<file path="src/rtl/core_output_ctrl.sv">
// core_output_ctrl: de-skews per-row PE array results through row FIFOs
// and serialises each complete vector onto one valid/ready stream.
module core_output_ctrl #(
  parameter int ROWS     = 8,
  parameter int OUTWIDTH = 32,
  parameter int DEPTH    = 4
) (
  input  logic                     clk,
  input  logic                     rstn,
  input  logic [ROWS*OUTWIDTH-1:0] res_in,
  input  logic [ROWS-1:0]          res_valid,
  output logic [OUTWIDTH-1:0]      out_data,
  output logic                     out_valid,
  input  logic                     out_ready,
  output logic                     out_last,
  output logic                     array_stall,
  output logic                     overflow
);

  localparam int CW = $clog2(DEPTH + 1);
  localparam int PW = (DEPTH > 1) ? $clog2(DEPTH) : 1;
  localparam int IW = (ROWS > 1) ? $clog2(ROWS) : 1;

  typedef enum logic {
    IDLE,
    DRAIN
  } state_t;

  state_t        state, state_nx;
  logic [IW-1:0] idx, idx_nx;

  logic [OUTWIDTH-1:0] mem [ROWS][DEPTH];
  logic [PW-1:0]       wptr [ROWS];
  logic [PW-1:0]       rptr [ROWS];
  logic [CW-1:0]       cnt  [ROWS];

  logic [ROWS-1:0] full;
  logic [ROWS-1:0] nempty;
  logic [ROWS-1:0] wr;
  logic [ROWS-1:0] drop;
  logic            pop;
  logic            xfer;

  function automatic logic [PW-1:0] inc(input logic [PW-1:0] p);
    return (p == PW'(DEPTH - 1)) ? '0 : p + 1'b1;
  endfunction

  // Per-row status; a full FIFO still takes a write when it pops that cycle.
  always_comb begin
    full   = '0;
    nempty = '0;
    wr     = '0;
    drop   = '0;
    for (int r = 0; r < ROWS; r++) begin
      full[r]   = (cnt[r] == CW'(DEPTH));
      nempty[r] = (cnt[r] != '0);
      wr[r]     = res_valid[r] & (~full[r] | pop);
      drop[r]   = res_valid[r] & full[r] & ~pop;
    end
  end

  // FIFO storage, no reset needed on the data array.
  always_ff @(posedge clk) begin
    for (int r = 0; r < ROWS; r++) begin
      if (wr[r]) begin
        mem[r][wptr[r]] <= res_in[r*OUTWIDTH +: OUTWIDTH];
      end
    end
  end

  // FIFO pointers and occupancy counts.
  always_ff @(posedge clk or negedge rstn) begin
    if (!rstn) begin
      for (int r = 0; r < ROWS; r++) begin
        wptr[r] <= '0;
        rptr[r] <= '0;
        cnt[r]  <= '0;
      end
    end else begin
      for (int r = 0; r < ROWS; r++) begin
        if (wr[r]) begin
          wptr[r] <= inc(wptr[r]);
        end
        if (pop) begin
          rptr[r] <= inc(rptr[r]);
        end
        if (wr[r] && !pop) begin
          cnt[r] <= cnt[r] + 1'b1;
        end else if (!wr[r] && pop) begin
          cnt[r] <= cnt[r] - 1'b1;
        end
      end
    end
  end

  // Sticky flag for any dropped write.
  always_ff @(posedge clk or negedge rstn) begin
    if (!rstn) begin
      overflow <= 1'b0;
    end else if (|drop) begin
      overflow <= 1'b1;
    end
  end

  // FSM state and row index registers.
  always_ff @(posedge clk or negedge rstn) begin
    if (!rstn) begin
      state <= IDLE;
      idx   <= '0;
    end else begin
      state <= state_nx;
      idx   <= idx_nx;
    end
  end

  // Next-state and stream outputs; all rows pop together on the last word.
  always_comb begin
    state_nx  = state;
    idx_nx    = idx;
    out_valid = 1'b0;
    out_last  = 1'b0;
    out_data  = '0;
    xfer      = 1'b0;
    pop       = 1'b0;
    unique case (state)
      IDLE: begin
        if (&nempty) begin
          state_nx = DRAIN;
          idx_nx   = '0;
        end
      end
      DRAIN: begin
        out_valid = 1'b1;
        out_data  = mem[idx][rptr[idx]];
        out_last  = (idx == IW'(ROWS - 1));
        xfer      = out_ready;
        if (xfer) begin
          if (out_last) begin
            pop      = 1'b1;
            idx_nx   = '0;
            state_nx = IDLE;
          end else begin
            idx_nx = idx + 1'b1;
          end
        end
      end
      default: begin
        state_nx = IDLE;
      end
    endcase
  end

  assign array_stall = |full;

endmodule

</file>
<file path="config.mk">
export PLATFORM = sky130hd
export DESIGN_NAME = core_output_ctrl
export DESIGN_NICKNAME = d
export VERILOG_FILES = /design/src/rtl/core_output_ctrl.sv
export SDC_FILE = /design/constraint.sdc
export NUM_CORES = 1
export LEC_CHECK = 0
export CORE_ASPECT_RATIO = 1.2
export CORE_MARGIN = 4
export CORE_UTILIZATION = 25
export CTS_CLUSTER_SIZE = 24
export DETAILED_ROUTE_END_ITERATION = 12
export SETUP_SLACK_MARGIN = 0.02
export SYNTH_ARGS = -nofsm -noshare
export SYNTH_HDL_FRONTEND = slang
export SYNTH_SLANG_ARGS = --single-unit
</file>
<file path="constraint.sdc">
create_clock -name clk -period 3.9 [get_ports clk]
set_input_delay 0.78 -clock clk [delete_from_list [all_inputs] [get_ports clk]]
set_output_delay 0.78 -clock clk [all_outputs]
set_load 0.05 [all_outputs]
</file>
==> reports/results.tsv <==
metric	value	unit
status	complete, no violations	
met1 global-route usage	0.227	
final hold violations	0	
Post-synth EDFFs	1024	
DRC violation count after routing	0	
H-tree Lvls	3	
Final min period	3.81	ns
clock sinks	1085	
worst-path cell chain	buf_12 -> buf_16 -> mux4_2 -> mux2_2 -> o211ai_1 -> o31ai_4 -> buf_12	
via count	24257	
Max FO, Critical Path	22	
top-area cell type share of the netlist area	0.712	
vias in the first global route	24409	
Area Growth Syn to Fin	26.8	%
wirelength, routed	152	mm
CTS tree	done	
fillers	16429	
WL/cell	30.3	um
worst-margin pin slew	0.713	ns
DRT Pass-1 Iters	5	
grt peak-use layer	met2	
starting density of the core	0.252	
CP Launch Type	flop	
Reg clk slew, reported paths	0.06	ns
Die X	387	um
Yosys reg bits	1085	
HPWL after DPL	96.9	mm
GR met2 Demand/Resource	0.250	
Vias/cell	4.85	
Syn. warnings	0	
synthesized area per cell	20.0	sq um
most frequent cell after synthesis	edfxtp_1	
post-synthesis net count	2479	
unrepaired setup endpoints after global routing	yes	
Iteration-0 DRC Markers	2902	
HP Class	primary input to asynchronous set/reset pin	
flip-flop and latch area	32300	sq um
I/O Buffers	302	
final antenna-violating net count	0	
Seq/Total Area, Yosys	0.747	
Multi-input gate area	10400	sq um
Netlist cell types	37	
post-synthesis instance total	2154	
dpl cell area	50300	sq um
GRT overflow	0	
final setup fails	0	
slew margin rel.	0.525	
CTS Buffer Depth	3	
WP data arrival	3.03	ns
cell accounting for the most synthesized area	edfxtp_1	
top cells by area, synth	edfxtp_1 (71%), mux4_2 (10%), mux2i_1 (3.8%)	
Root Driver	clkbuf_16	
fmax	262	MHz
fin worst setup slack	0.0874	ns
Critical Path End Type	primary output	
grt met3 use	0.0523	
Largest delay share family, worst path	multiplexers	
Slowest-stage cell, CP	mux4_2	
largest net degree at the start of global routing	83	
synthesized area	43200	sq um
gr usage total	0.165	
die height	463	um
worst clock skew	0.0347	ns
global-route wire length before repair	204	mm
Skew-Pair Late Insertion Delay	0.74	ns
async set or reset register ratio after synthesis	0.0562	
# nets final	2941	
Peak VDD IR	1.22	mV
PD cells	894	nW/um^2
ys flop type	edfxtp_1	
initial antenna violation count	49	
buffer and inverter count on the worst path	3	
total CTS buffers	111	
Static Leakage	18.2	nW
most frequent cells after synthesis	edfxtp_1 (1,024), mux4_2 (193), mux2i_1 (166)	
layout cells sized above 1	0.248	
post-route clock period utilization	0.978	
Setup WS pre-CTS	0.485	ns
IO Pins	303	
critical path required time	3.12	ns
final slew viol count	0	
MaxCap Viol Count	0	
Die ar.	179000	sq um
crit-path max cell delay	0.52	ns
core footprint	171000	sq um
GP Congestion	0.771	
most used cell along the critical path	buf_12	
Crit Path Class	flop to primary output	
Rows	166	
Total Neg Setup Slack	0	ns
design area	54800	sq um
placed cells by master, fill, tap and decap left out, types with 22 or more instances in the layout:
master | Yosys | final
clkdlybuf4s50_1 | 0 | 268
o21ai_2 | 0 | 24
mux2_2 | 48 | 48
clkinv_2 | 0 | 22
buf_12 | 0 | 82
and2_2 | 0 | 33
inv_1 | 25 | 25
mux4_2 | 193 | 193
o211ai_1 | 33 | 33
dfrtp_1 | 61 | 58
mux2i_1 | 166 | 165
nand2_1 | 86 | 86
a221oi_1 | 31 | 31
nand2b_1 | 32 | 32
clkbuf_16 | 0 | 113
ha_1 | 50 | 50
buf_4 | 22 | 79
o21ai_1 | 54 | 23
edfxtp_1 | 1024 | 1024
o21ai_0 | 26 | 26
a22o_1 | 33 | 33
nand3_1 | 36 | 36
clkinv_1 | 0 | 24
power by group:
part | internal, mW | total [mW] | switching [mW]
clock network | 5.78 | 10.4 | 4.58
logic | 9.37 | 22.4 | 13.1
registers | 15.4 | 16.2 | 0.791
final cells by class:
type	count	share of cell area
antenna	19	0.000868
clock buffer	139	0.0539
clock inverter	71	0.0104
inverter	25	0.00171
multi-input combinational	933	0.190
sequential	1085	0.590
tap	2268	0.0518
timing repair buffer	460	0.101
path summary, 6_finish.rpt:
check	endpoint	depth (start not counted)	start	slack, ns
worst max register to register	cnt[17]	14	idx[0]	0.63
worst min-delay path	cnt[1]	1	rstn	0.1
worst min register to register	cnt[8]	1	cnt[8]	0.48
max in group asynchronous	idx[2]	2	rstn	2.79
worst max-delay path	out_data[30]	7	idx[1]	0.09
min in group clk	cnt[8]	1	cnt[8]	0.48
registers in the layout (all words and copies together), names as in the netlist:
signal,flops
cnt,24
mem,1024
rptr,16
idx,3
overflow,1
wptr,16
state,1
layer usage:
metal	up-vias	part of all wire
met1	12809	0.42
met2	1391	0.45
met3	268	0.11
li1	9747	-
met5	-	0.0018
met4	42	0.027
metrics by stage:
| step | instances | hold WS, ns | power (mW) | util |
|---|---|---|---|---|
| global placement | 4740 | 0.466 | 36.8 | 0.294 |
| global route | 4985 | 0.119 | 50.8 | 0.320 |
| CTS | 4973 | 0.0519 | 49.0 | 0.319 |
| detailed placement | 4740 | 0.469 | 36.9 | 0.294 |
| floorplan | 2154 | 0.449 | 27.3 | - |
| finish | 5000 | 0.0998 | 49.0 | 0.320 |
worst register-to-register path, delay by kind of cell (launching register included):
kind            cells  cell delay, ns
compound gates      1            0.22
simple gates        2            0.25
flops               1            0.51
buf+inv             5            0.93
fa+ha+maj           4            0.97
xor+xnor            2            0.32
logic make-up after synthesis:
family,synth area share
XOR/XNOR,0.00487
multiplexers,0.152
flip-flops,0.747
AO/OA/AOI/OAI,0.0329
adder cells (fa/ha/maj),0.0182
buffers and inverters,0.0176
AND/OR/NAND/NOR,0.0274
repair_timing:
item / in CTS / in global routing
gates resized for setup: 79 / 10
setup buffers: 15 / 9
hold buffers: 0 / 0
endpoints found under the hold margin: 0 / 0
endpoints found under the setup margin: 33 / 22
pin swaps: 3 / 2
cloned: 8 / 2
(Power assumes the default switching activity.)
